==> src/rtl/cpu_pkg.sv <==
// Shared CPU constants and the prefetch entry layout used by the fetch front end.
package cpu_pkg;

    localparam int unsigned XLEN        = 32;
    localparam int unsigned INSTR_BYTES = 4;

    localparam logic [XLEN-1:0] HALT_WORD_DEFAULT = 32'hFFFF_FFFF;
    localparam logic [XLEN-1:0] RESET_PC_DEFAULT  = 32'h0000_0000;

    typedef struct packed {
        logic [XLEN-1:0] instr;
        logic [XLEN-1:0] pc4;
    } fetch_entry_t;

    function automatic logic [XLEN-1:0] next_pc(input logic [XLEN-1:0] pc);
        return pc + XLEN'(INSTR_BYTES);
    endfunction

    function automatic logic [XLEN-1:0] align_pc(input logic [XLEN-1:0] pc);
        return {pc[XLEN-1:2], 2'b00};
    endfunction

endpackage

==> src/rtl/fetch_fifo.sv <==
// In-order prefetch FIFO of {instruction, PC+4} entries with synchronous flush.
module fetch_fifo
    import cpu_pkg::*;
#(
    parameter int unsigned DEPTH = 4
) (
    input  logic                       clk,
    input  logic                       rst_n,
    input  logic                       push_i,
    input  fetch_entry_t               push_data_i,
    input  logic                       pop_i,
    input  logic                       flush_i,
    output fetch_entry_t               head_o,
    output logic [$clog2(DEPTH+1)-1:0] count_o,
    output logic                       full_o,
    output logic                       empty_o
);

    localparam int unsigned PW = $clog2(DEPTH);
    localparam int unsigned CW = $clog2(DEPTH+1);

    logic [PW-1:0] rd_q, rd_d;
    logic [PW-1:0] wr_q, wr_d;
    logic [CW-1:0] cnt_q, cnt_d;
    fetch_entry_t  mem_q [DEPTH];

    logic push_en;
    logic pop_en;

    assign empty_o = (cnt_q == '0);
    assign full_o  = (cnt_q == CW'(DEPTH));
    assign count_o = cnt_q;
    assign head_o  = empty_o ? '0 : mem_q[rd_q];

    assign pop_en  = pop_i && !empty_o;
    assign push_en = push_i && (!full_o || pop_en);

    always_comb begin
        rd_d  = rd_q;
        wr_d  = wr_q;
        cnt_d = cnt_q;
        if (flush_i) begin
            rd_d  = '0;
            wr_d  = '0;
            cnt_d = '0;
        end else begin
            if (push_en) wr_d = wr_q + PW'(1);
            if (pop_en)  rd_d = rd_q + PW'(1);
            cnt_d = cnt_q + CW'(push_en) - CW'(pop_en);
        end
    end

    always_ff @(posedge clk or negedge rst_n) begin
        if (!rst_n) begin
            rd_q  <= '0;
            wr_q  <= '0;
            cnt_q <= '0;
        end else begin
            rd_q  <= rd_d;
            wr_q  <= wr_d;
            cnt_q <= cnt_d;
        end
    end

    always_ff @(posedge clk) begin
        if (push_en && !flush_i) mem_q[wr_q] <= push_data_i;
    end

endmodule

==> src/rtl/fetch_unit.sv <==
// Instruction fetch front end: PC, request credits, stale-response dropping,
// halt detection and the IF/ID handshake around the prefetch FIFO.
module fetch_unit
    import cpu_pkg::*;
#(
    parameter int unsigned DEPTH     = 4,
    parameter int unsigned MAX_OUT   = 2,
    parameter logic [31:0] RESET_PC  = RESET_PC_DEFAULT,
    parameter logic [31:0] HALT_WORD = HALT_WORD_DEFAULT
) (
    input  logic        clk,
    input  logic        rst_n,
    output logic        imem_req,
    output logic [31:0] imem_addr,
    input  logic        imem_gnt,
    input  logic        imem_rvalid,
    input  logic [31:0] imem_rdata,
    input  logic        redirect,
    input  logic [31:0] redirect_pc,
    output logic        if_valid,
    output logic [31:0] if_instr,
    output logic [31:0] if_pc4,
    input  logic        id_ready,
    output logic        halted
);

    localparam int unsigned CW = $clog2(DEPTH+1);
    localparam int unsigned OW = $clog2(MAX_OUT+1);
    localparam int unsigned SW = $clog2(DEPTH+MAX_OUT+1);

    logic [31:0]   pc_q, pc_d;
    logic [31:0]   resp_pc_q, resp_pc_d;
    logic [OW-1:0] out_q, out_d;
    logic [OW-1:0] drop_q, drop_d;
    logic          stop_q, stop_d;
    logic          halted_q, halted_d;

    logic          fifo_push;
    logic          fifo_pop;
    logic          fifo_full;
    logic          fifo_empty;
    logic [CW-1:0] fifo_count;
    fetch_entry_t  fifo_head;
    fetch_entry_t  push_entry;
    logic [SW-1:0] credit;
    logic          accept;
    logic          drop_rsp;

    // Words already queued plus requests that will still land here.
    assign credit = SW'(fifo_count) + SW'(out_q) - SW'(drop_q);

    assign imem_req  = rst_n && !stop_q && !redirect
                       && (credit < SW'(DEPTH)) && (out_q < OW'(MAX_OUT));
    assign imem_addr = pc_q;
    assign accept    = imem_req && imem_gnt;

    assign drop_rsp   = imem_rvalid && (drop_q != '0);
    assign fifo_push  = imem_rvalid && (drop_q == '0) && !redirect;
    assign push_entry = '{instr: imem_rdata, pc4: next_pc(resp_pc_q)};

    assign if_valid = !fifo_empty;
    assign if_instr = fifo_head.instr;
    assign if_pc4   = fifo_head.pc4;
    assign fifo_pop = if_valid && id_ready && !redirect;
    assign halted   = halted_q;

    always_comb begin
        pc_d      = pc_q;
        resp_pc_d = resp_pc_q;
        out_d     = out_q + OW'(accept) - OW'(imem_rvalid);
        drop_d    = drop_q;
        stop_d    = stop_q;
        halted_d  = halted_q;

        if (accept)   pc_d   = next_pc(pc_q);
        if (drop_rsp) drop_d = drop_q - OW'(1);

        if (fifo_push) begin
            resp_pc_d = next_pc(resp_pc_q);
            if (imem_rdata == HALT_WORD) begin
                stop_d = 1'b1;
                drop_d = out_d;
            end
        end

        if (fifo_pop && (fifo_head.instr == HALT_WORD)) halted_d = 1'b1;

        // Everything still in flight after a redirect belongs to the old path.
        if (redirect) begin
            pc_d      = align_pc(redirect_pc);
            resp_pc_d = align_pc(redirect_pc);
            stop_d    = 1'b0;
            halted_d  = 1'b0;
            drop_d    = out_d;
        end
    end

    always_ff @(posedge clk or negedge rst_n) begin
        if (!rst_n) begin
            pc_q      <= RESET_PC;
            resp_pc_q <= RESET_PC;
            out_q     <= '0;
            drop_q    <= '0;
            stop_q    <= 1'b0;
            halted_q  <= 1'b0;
        end else begin
            pc_q      <= pc_d;
            resp_pc_q <= resp_pc_d;
            out_q     <= out_d;
            drop_q    <= drop_d;
            stop_q    <= stop_d;
            halted_q  <= halted_d;
        end
    end

    fetch_fifo #(
        .DEPTH (DEPTH)
    ) u_fifo (
        .clk         (clk),
        .rst_n       (rst_n),
        .push_i      (fifo_push),
        .push_data_i (push_entry),
        .pop_i       (fifo_pop),
        .flush_i     (redirect),
        .head_o      (fifo_head),
        .count_o     (fifo_count),
        .full_o      (fifo_full),
        .empty_o     (fifo_empty)
    );

    a_no_push_full: assert property (@(posedge clk) disable iff (!rst_n)
                                     !(fifo_push && fifo_full));

endmodule

==> config.mk <==
export PLATFORM = sky130hd
export DESIGN_NAME = fetch_unit
export DESIGN_NICKNAME = d
export VERILOG_FILES = /design/src/rtl/cpu_pkg.sv /design/src/rtl/fetch_fifo.sv /design/src/rtl/fetch_unit.sv
export SDC_FILE = /design/constraint.sdc
export NUM_CORES = 1
export LEC_CHECK = 0
export ABC_AREA = 1
export BUFFER_PORTS_ARGS = -buffer_cell sky130_fd_sc_hd__clkbuf_2
export CAP_MARGIN = 20
export CORE_MARGIN = 5
export CORE_UTILIZATION = 55
export DETAILED_ROUTE_END_ITERATION = 10
export PLACE_DENSITY = 0.75
export SYNTH_ARGS = -nofsm -noshare
export SYNTH_HDL_FRONTEND = slang
export SYNTH_HIERARCHICAL = 1
export SYNTH_SLANG_ARGS = --single-unit
export TNS_END_PERCENT = 30
==> constraint.sdc <==
create_clock -name clk -period 6.4 [get_ports clk]
set_input_delay 1.92 -clock clk [delete_from_list [all_inputs] [get_ports clk]]
set_output_delay 1.92 -clock clk [all_outputs]
set_load 0.02 [all_outputs]
==> impl_metrics.ini <==
[run_status]
status = finished, final reports clean

[timing]
rsz0062_at_grt = no
tightest_slew_ns = 1.03
slew_violations = 0
setup_viol = 0
finalClockSkew_ns = 0.0228
setup_tns_ns = 0
finalHoldViolCount = 0
period_share = 0.804
worst_slack_ns = 1.25
max_freq_ghz = 0.194
fin_crit_ns = 5.15
max_slew_margin = 0.310

[power]
switchingPower_w = 0.00164
power_density_mw_per_mm2 = 318
share_comb_of_total_power = 0.177
seqPwrFrac = 0.464
swShare = 0.288
irDropWorstVdd_v = 0.000185
p_leak_nw = 7.60
clock_power_share = 0.359
p_int_w = 0.00406

[setup_path]
worst_path_max_delay_cell = inv_4
crit_arrival_ns = 3.23
cp-end-kind = primary output
required_ns = 4.48
reg2reg_from = u_fifo/rd_q[0]
critPathMaxFanout = 102
ff2ff_path_depth = 10
r2r_end = halted
crit_top_cell = nand2_1
worstSetupStartpointType = flop
critPathKind = reg -> out
critPathMaxStageDelay_ns = 0.80
rrSetupSlack_ns = 2.84
path_cells = inv_4 > buf_4 > nand2_1 > nand2_1 > nand2_1 > a21oi_1 > clkbuf_2

[clock_network]
clk_latency_ns = 0.51
htreeDepth = 2
cts_hold_buffers = 0
cts_made_buffers = 35
cts_root_buffer = clkbuf_16
cts_setup_buffers = 0
clk_pin_slew_worst_paths_ns = 0.06
cts_resized = 0
clock_sinks = 329
cts_tree = done
cts_buffer_depth = 3

[yosys]
yosys_warnings = 6
synth_cells = 1667
syn_area_mm2 = 0.0156
syn_area_per_cell_um2 = 9.36

[floorplan]
die_area_mm2 = 0.0318
die_h_um = 178
io_pins = 169
rows = 61
core_area_mm2 = 0.0279
chipWidth_um = 178
start_util = 0.559

[drt]
wl_met1_um = 15800
routed.top_layer = met4
num_vias = 11900
avgRoutedWirePerCell_um = 16.5
wl_um = 36700
drtAntennaViolNets = 0
vias_per_cell = 5.34
drtIter0Drc = 965
drc = 0
route.met3.wl_um = 2580
wl_met2_um = 17500
first_pass_iters = 5

[cells_and_area]
fill_cells = 2263
multi_input_area_mm2 = 0.00535
final_common_cell = nand2_1
area_delta_synth_final_pct = 14.7
final_cell_mix = nand2_1, edfxtp_1, nor2_1
utilization = 0.641
diodes = 0
finalNonFillerCells = 2225
drive_above_1_share = 0.144
regArea_mm2 = 0.00952
final_nets = 1905

[place]
dp.cells = 2162
place_ws_ns = 1.52
hpwl_um = 23400
place.gp.congestion = 0.919
io_buffer_count = 164

[global_route]
antenna_found_initial = 0
overflow = 0
grt_pass1_vias = 11200
grt_first_pass_wirelength_um = 57800
grt_max_degree = 103
track_usage = 0.229

[min_path]
hp-start = stop_q
hold_class = reg -> reg
hold_depth = 2
holdPathEnd = stop_q

[job]
maxCapViolations = 0
metal layers:
layer  vias to the layer above  GRT usage
met5                         -          0
met4                         0     0.0652
met3                        58     0.0350
met2                       431      0.376
met1                      5580      0.320
li1                       5808          -
worst max-delay path by stage:
| stage | startpoint | depth (start not counted) | end |
|---|---|---|---|
| after floorplan | redirect | 7 | u_fifo/mem_q[0][0] |
| after CTS | u_fifo/rd_q[0] | 7 | if_instr[25] |
| after global placement | rst_n | 6 | imem_req |
| after detailed placement | rst_n | 6 | imem_req |
| final | u_fifo/rd_q[0] | 7 | if_instr[25] |
| after global routing | u_fifo/rd_q[0] | 7 | if_instr[25] |
state kept, by name (all words and copies together), names as in the netlist:
name,cells
u_fifo/mem_q,256
stop_q,1
u_fifo/count_o,3
resp_pc_q,30
u_fifo/wr_q,2
drop_q,2
halted,1
u_fifo/rd_q,2
out_q,2
imem_addr,30
power groups by stage:
stage / clock network (W) / logic (W) / registers [W]
CTS: 0.00208 / 0.00102 / 0.00264
global route: 0.00218 / 0.00112 / 0.00266
floorplan: 0 / 0.000644 / 0.00269
global placement: 0 / 0.000983 / 0.00267
finish: 0.00205 / 0.00101 / 0.00264
detailed placement: 0 / 0.00101 / 0.00268
critical path: cells and delay by family (launching register included):
family	cells	cell delay, ns
flip-flops	1	0.70
AND/OR/NAND/NOR	3	0.22
AO/OA/AOI/OAI	1	0.27
buffers and inverters	3	1.45
stage by stage:
stage | power [W] | hold WS, ns | area (um^2)
2_1_floorplan | 0.00333 | 0.451 | 15600
3_3_place_gp | 0.00366 | 0.468 | 16700
3_5_place_dp | 0.00369 | 0.476 | 16700
4_1_cts | 0.00574 | 0.495 | 17900
5_1_grt | 0.00596 | 0.532 | 17900
6_report | 0.00570 | 0.487 | 17900
layout make-up:
type,count,share of cell area
clock buffers,44,0.0532
clock inverters,19,0.0124
inverters,105,0.0222
multi-input cells,1173,0.299
flip-flops and latches,329,0.532
well taps,378,0.0264
repair buffers,177,0.0549
(Power assumes the default switching activity.)
